--- src/rtl/fifo_rd_drain.sv ---
// rtl/fifo_rd_drain.sv - drains the async FIFO read port into a burst-framed valid/ready stream
// Bursts are never cut short: dropping en mid-burst finishes fetching the burst, then drains.
module fifo_rd_drain #(
  parameter int datawidth = 8,
  parameter int burst_len = 4,
  parameter int cnt_width = 16
) (
  input  logic                 rclk,
  input  logic                 rrst_n,
  input  logic                 en,
  input  logic                 rempty,
  input  logic [datawidth-1:0] rdata,
  output logic                 rinc,
  output logic [datawidth-1:0] m_data,
  output logic                 m_valid,
  input  logic                 m_ready,
  output logic                 m_last,
  output logic                 busy,
  output logic [cnt_width-1:0] words_out
);

  localparam int bw = (burst_len > 1) ? $clog2(burst_len) : 1;
  localparam logic [bw-1:0] last_idx = bw'(burst_len - 1);

  localparam logic [1:0] IDLE   = 2'd0;
  localparam logic [1:0] RUN    = 2'd1;
  localparam logic [1:0] FINISH = 2'd2;
  localparam logic [1:0] DRAIN  = 2'd3;

  logic [1:0]           state_q, state_d;
  logic [1:0]           occ_q, occ_d;
  logic [datawidth-1:0] head_q, head_d;
  logic [datawidth-1:0] tail_q, tail_d;
  logic [bw-1:0]        fcnt_q, fcnt_d;
  logic [bw-1:0]        dcnt_q, dcnt_d;
  logic [cnt_width-1:0] words_q, words_d;
  logic                 push, pop;

  // Fetch depends only on registered state and the FIFO flag, never on m_ready or en.
  assign rinc      = ((state_q == RUN) || (state_q == FINISH)) && !rempty && (occ_q != 2'd2);
  assign push      = rinc;
  assign m_valid   = (occ_q != 2'd0);
  assign pop       = m_valid && m_ready;
  assign m_data    = head_q;
  assign m_last    = m_valid && (dcnt_q == last_idx);
  assign busy      = (state_q != IDLE);
  assign words_out = words_q;

  always_comb begin
    head_d = head_q;
    tail_d = tail_q;
    occ_d  = occ_q;
    case ({push, pop})
      2'b10: begin
        if (occ_q == 2'd0) head_d = rdata;
        else               tail_d = rdata;
        occ_d = occ_q + 2'd1;
      end
      2'b01: begin
        head_d = tail_q;
        occ_d  = occ_q - 2'd1;
      end
      2'b11: begin
        if (occ_q == 2'd1) begin
          head_d = rdata;
        end else begin
          head_d = tail_q;
          tail_d = rdata;
        end
      end
      default: ;
    endcase
  end

  always_comb begin
    fcnt_d  = fcnt_q;
    dcnt_d  = dcnt_q;
    words_d = words_q;
    state_d = state_q;
    if (push) fcnt_d = (fcnt_q == last_idx) ? '0 : fcnt_q + bw'(1);
    if (pop) begin
      dcnt_d  = (dcnt_q == last_idx) ? '0 : dcnt_q + bw'(1);
      words_d = words_q + cnt_width'(1);
    end
    case (state_q)
      IDLE:    if (en) state_d = RUN;
      RUN:     if (!en) state_d = (fcnt_d == '0) ? DRAIN : FINISH;
      FINISH:  if (push && (fcnt_q == last_idx)) state_d = DRAIN;
      DRAIN:   if (occ_d == 2'd0) state_d = IDLE;
      default: state_d = IDLE;
    endcase
  end

  always_ff @(posedge rclk or negedge rrst_n) begin
    if (!rrst_n) begin
      state_q <= IDLE;
      occ_q   <= 2'd0;
      head_q  <= '0;
      tail_q  <= '0;
      fcnt_q  <= '0;
      dcnt_q  <= '0;
      words_q <= '0;
    end else begin
      state_q <= state_d;
      occ_q   <= occ_d;
      head_q  <= head_d;
      tail_q  <= tail_d;
      fcnt_q  <= fcnt_d;
      dcnt_q  <= dcnt_d;
      words_q <= words_d;
    end
  end

endmodule

--- config.mk ---
export PLATFORM = sky130hd
export DESIGN_NAME = fifo_rd_drain
export DESIGN_NICKNAME = d
export VERILOG_FILES = /design/src/rtl/fifo_rd_drain.sv
export SDC_FILE = /design/constraint.sdc
export NUM_CORES = 1
export LEC_CHECK = 0
export BUFFER_PORTS_ARGS = -buffer_cell sky130_fd_sc_hd__buf_2
export CORE_ASPECT_RATIO = 1.4
export CORE_MARGIN = 3
export CORE_UTILIZATION = 54
export DETAILED_ROUTE_END_ITERATION = 16
export HOLD_SLACK_MARGIN = 0.12
export PLACE_DENSITY = 0.78
export SYNTH_ARGS = -nofsm -noshare
export SYNTH_HDL_FRONTEND = slang
export SYNTH_SLANG_ARGS = --single-unit
export TNS_END_PERCENT = 1
--- constraint.sdc ---
create_clock -name rclk -period 2.6 [get_ports rclk]
set_input_delay 0.26 -clock rclk [delete_from_list [all_inputs] [get_ports rclk]]
set_output_delay 0.26 -clock rclk [all_outputs]
set_load 0.05 [all_outputs]
# Yosys cells after proc, flatten, opt, wreduce, memory -nomap -nowiden
# Index checks and enable logic that the tools add are counted.
# classes
n_reduce_logical	18
muxes	16
n_eq_ne	17
n_addsub	5
# op_table
operator	count
8-bit two-way mux	4
8-bit case mux with 3 select lines	1
16-bit by 1-bit adder with 16-bit output (second input constant)	1
8-bit case mux with 2 select lines	1
2-bit two-way mux	7
2-bit != test (second input constant)	7
2-bit == test (second input constant)	6
2-bit zero test	4
2-bit case mux with 4 select lines	1
2-bit by 1-bit adder with 2-bit output (second input constant)	3
2-bit by 1-bit == test with 1-bit output (second input constant)	3
2-bit nonzero test	3
1-bit logical AND	5
2-bit case mux with 2 select lines	1
4-bit AND reduction	1
3-bit AND reduction	1
3-bit nonzero test	1
2-bit by 1-bit != test with 1-bit output (second input constant)	1
2-bit AND reduction	1
2-bit by 1-bit subtractor with 2-bit output (second input constant)	1
1-bit zero test	1
1-bit logical OR	1
1-bit two-way mux	1
# word_totals
regBits	40
elab_cells	63

# Logic depth before layout (Yosys ltp)
# logic_depth
depth_word	9
ltp_mapped	10
depth_no_buf	8

# Least setup slack after synthesis
# Ideal clock, no wire load.
# synth_path
path_kind	register to register
startpoint	register state_q[0]
endpoint	register state_q[0]
setup_time_ps	128
arrival_ps	2267
path_buffers	2
path_slack_ps	205
synth_period_minus_slack_ps	2395
path_stages_with_launch	11
t_required_ps	2472
cell_sequence	dfrtp_1 -> inv_1 -> ha_1 -> or3b_1 -> buf_6 -> inv_6 -> buf_12 -> nand2_1 -> a221o_1 -> a31oi_2 -> mux2_1
# synth_via
elab_chain_cells	9
word_cells_on_any_way	22
# synth_rtl
element	line	source
start: declaration	30	logic [1:0] state_q, state_d;
start signal: assignment	104	state_q <= state_d;
2-bit by 1-bit == test with 1-bit output / 2-bit == test (equally long branches)	40	assign rinc = ((state_q == RUN) || (state_q == FINISH)) && !rempty && (occ_q != 2'd2);
1-bit logical OR *	40	
1-bit logical AND * (2 in a row)	40	
net rinc	13	output logic rinc,
2-bit by 1-bit == test with 1-bit output (tied with other cells)	53	case ({push, pop})
2-bit case mux with 2 select lines / 2-bit zero test (equally long branches)	53, 87	
2-bit zero test / 1-bit two-way mux (equally long branches)	89, 87	
2-bit != test (no line) / 2-bit two-way mux (equally long branches)	--	
4-bit AND reduction (no line) / 2-bit case mux with 4 select lines (equally long branches)	--	
# The timed path passes the listed nets; every way through them passes the cells marked *. The select of a mux whose other input is x is not followed.
# A chain may end at the register's enable or synchronous reset.

# Final worst setup path
# layout_path
startpoint	register state_q[0]
endpoint	register state_q[0]
# layout_via
elab_chain_cells	9
word_cells_on_any_way	22
# layout_rtl
element	line
2-bit by 1-bit == test with 1-bit output / 2-bit == test (equally long branches)	40, 85
1-bit logical OR	40
1-bit logical AND (2 in a row)	40
2-bit by 1-bit == test with 1-bit output (tied with other cells)	53
2-bit case mux with 2 select lines / 2-bit zero test (equally long branches)	53, 87
2-bit zero test / 1-bit two-way mux (equally long branches)	89, 87
2-bit != test (no line) / 2-bit two-way mux (equally long branches)	--
4-bit AND reduction (no line) / 2-bit case mux with 4 select lines (equally long branches)	--
# Several ways; a longest one is shown, not always the timed one. The select of a mux whose other input is x is not followed.

==> flow_summary.toml <==
[routing]
drc = 0
drt_wl_total_um = 3910
wl_per_cell_um = 15.0
ant_nets = 0
drt_iter0_markers = 35
vias = 1413
first_pass_iters = 4
via_per_inst = 5.43

[outcome]
outcome = "finished, final reports clean"

[cells_and_area]
n_fill_cell = 275
drive_gt1_share_pct = 28.2
fin_nets = 242
diodes = 0
finalNonFillerCells = 260
area_growth_pct = 16.7
final_cell_area_mm2 = 0.00227

[power]
p_leak_nw = 1.15
powerDensity_mw_per_mm2 = 1350
vdd.ir_drop.worst_mv = 0.815
power.total_w = 0.00308

[setup_path]
cpPeakStageDelay_ns = 0.44
timing.rr.end = "state_q[0]"
worstPathRequired_ns = 2.77
cp-end-kind = "flip-flop"
critPathArrivalTime_ns = 2.62
start_kind = "flip-flop"
path_class = "flip-flop to flip-flop"
critPathBufInv = 2
startpoint = "state_q[0]"
worstReg2RegStart = "state_q[0]"
ff2ff_setup_slack_ns = 0.15
path_cells = "inv_1, ha_1, or3b_4, inv_6, nand2_1, a221o_1, a31oi_2, mux2_1"
worst-path-max-fanout = 11
rr_worst_depth = 8
cp_top_family = "compound AO/OA/AOI/OAI gates"
slowest_stage = "dfrtp_1"

[timing]
rsz0062_at_grt = "false"
setup_violations = 0
whs_ns = 0.214
finalCritPeriodShare_pct = 94.2
drv_slew = 0
hold_viol = 0
relSlewSlack_pct = 43.0
fmax_ghz = 0.408
finalClockSkew_ns = 0.00858
setup_tns_ns = 0
post-route-min-period_ns = 2.45
worstMarginPinSlew_ns = 0.856

[placed_design]
placed_cells = 251
portBuffers = 40
postPlaceCellArea_mm2 = 0.00216
dpl.hpwl_um = 2920
gp_congestion = 0.789

[global_routing]
grt_pass1_vias = 1460
grt_max_degree = 41
antenna_found_initial = 0
grt_usage_pct = 19.8
gr-total-overflow = 0
grt_pass1_wl_um = 6730

[floorplan]
die-area_mm2 = 0.00437
num_io_pins = 41
die_h_um = 77.0
coreArea_mm2 = 0.00341
fp-row-count = 25
die_w_um = 56.7
start_util_pct = 57.1

[clock_network]
postCtsSetupRepairBufs = 0
cts_tree = "built"
cts_buffers = 5
cts_buffer_depth = 2
clk-insertion-delay-late_ns = 0.29
cts_root_buf = "clkbuf_8"
cts_sinks = 40
h-tree-depth = 2
path_clk_slew_ns = 0.08

[synthesis]
netlist.area_leader.share_pct = 51.4
syn_area_per_cell_um2 = 11.1
synth_area_leader_cell = "dfrtp_1"
ys_seq_elements = 40
synth_nets = 199
ys_top_cells_by_area = "dfrtp_1, ha_1, xnor2_1"
synthTopCellsByCount = "dfrtp_1, nand2_1, xnor2_1"
synth_cells = 176
synth_warnings = 0
async_reset_ff_share_pct = 100
netlist_area_mm2 = 0.00195
ys_types = 30
ys_seq_area_share_pct = 51.4
yosysMostFrequentCell = "dfrtp_1"
synth_edf_count = 0
ys.flop_type = "dfrtp_1"

[worst_hold_path]
hold_end = "tail_q[1]"
hold_class = "primary input to flip-flop"
holdPathStages = 2
min_from = "rdata[1]"

[flow_run]
cap_violations = 0
power by group:
group	total, W	internal [W]	switching, W	leakage (nW)
logic	0.00159	0.000525	0.00107	0.604
clock network	0.000426	0.000216	0.000210	0.0445
registers	0.00106	0.000866	0.000193	0.504
total	0.00308	0.00161	0.00147	1.15
cell usage in the layout (no fill, tap or decap):
| cell type | instances |
|---|---|
| dfrtp_1 | 40 |
| buf_2 | 40 |
| nand2_1 | 26 |
| xnor2_1 | 12 |
| o21ai_0 | 10 |
| ha_1 | 10 |
| mux2_2 | 8 |
| nand3_1 | 8 |
| mux2i_1 | 8 |
| inv_1 | 6 |
| clkbuf_8 | 6 |
| xor2_1 | 5 |
| nor2_1 | 4 |
| and3_1 | 4 |
| nor3_1 | 4 |
| a21oi_1 | 3 |
| and4_1 | 3 |
| nor2b_1 | 2 |
| o21ai_1 | 2 |
| mux2_1 | 2 |
| a21oi_2 | 2 |
| nand4_1 | 2 |
| o211ai_1 | 2 |
| buf_4 | 2 |
| or3b_4 | 1 |
| inv_6 | 1 |
| nand2b_1 | 1 |
| a221o_1 | 1 |
| a31oi_2 | 1 |
| a21o_1 | 1 |
| clkinvlp_4 | 1 |
| clkbuf_1 | 1 |
| dlygate4sd3_1 | 1 |
registers in the layout, indices dropped and copies added, names as in the netlist:
register / flops
dcnt_q: 2
fcnt_q: 2
m_data: 8
occ_q: 2
state_q: 2
tail_q: 8
words_out: 16
timing repair:
item                                   CTS  global route
setup endpoints to repair                0            10
hold buffers                             1             0
resized for setup                        0             2
endpoints found under the hold margin   40             0
final cells by class:
cell class / count / area [um2] / area share [%]
clock inverters: 1 / 7.51 / 0.330
flip-flops and latches: 40 / 1000 / 44.1
repair buffers: 43 / 225 / 9.91
inverters: 7 / 31.3 / 1.38
multi-input cells: 122 / 871 / 38.3
well taps: 40 / 50.0 / 2.20
clock buffers: 7 / 86.3 / 3.80
per-layer routing:
| layer | global-route usage, % | share of wire, % | up-vias |
|---|---|---|---|
| met4 | 6.26 | 1.6 | 0 |
| li1 | - | - | 682 |
| met3 | 5.05 | 5.1 | 6 |
| met2 | 36.2 | 55 | 36 |
| met1 | 21.8 | 38 | 689 |
| met5 | 0 | 0 | - |
per-stage QoR:
step | utilization [%] | worst slack, ns
2_1_floorplan | - | 0.205
3_3_place_gp | 63.4 | 0.219
3_5_place_dp | 63.4 | 0.0608
4_1_cts | 66.5 | 0.0515
5_1_grt | 66.6 | 0.0491
6_report | 66.6 | 0.151
worst max path at each step:
stage	to	cells past startpoint
floorplan	state_q[0]	10
global placement	state_q[0]	8
detailed placement	m_data[5]	6
CTS	state_q[0]	8
global route	state_q[1]	8
finish	state_q[0]	8
logic make-up (layout without fill, tap and decap cells):
logic type | count (synthesis) | count (layout) | share of synthesized area, %
AOI/OAI and AO/OA | 22 | 22 | 6.88
xor gates and xnor gates | 17 | 17 | 7.65
adders and majority gates | 10 | 10 | 6.43
buffers and inverters | 14 | 58 | 4.18
DFF | 40 | 40 | 51.4
muxes | 18 | 18 | 9.90
and+or+nand+nor | 55 | 55 | 13.6
(Power assumes the default switching activity.)
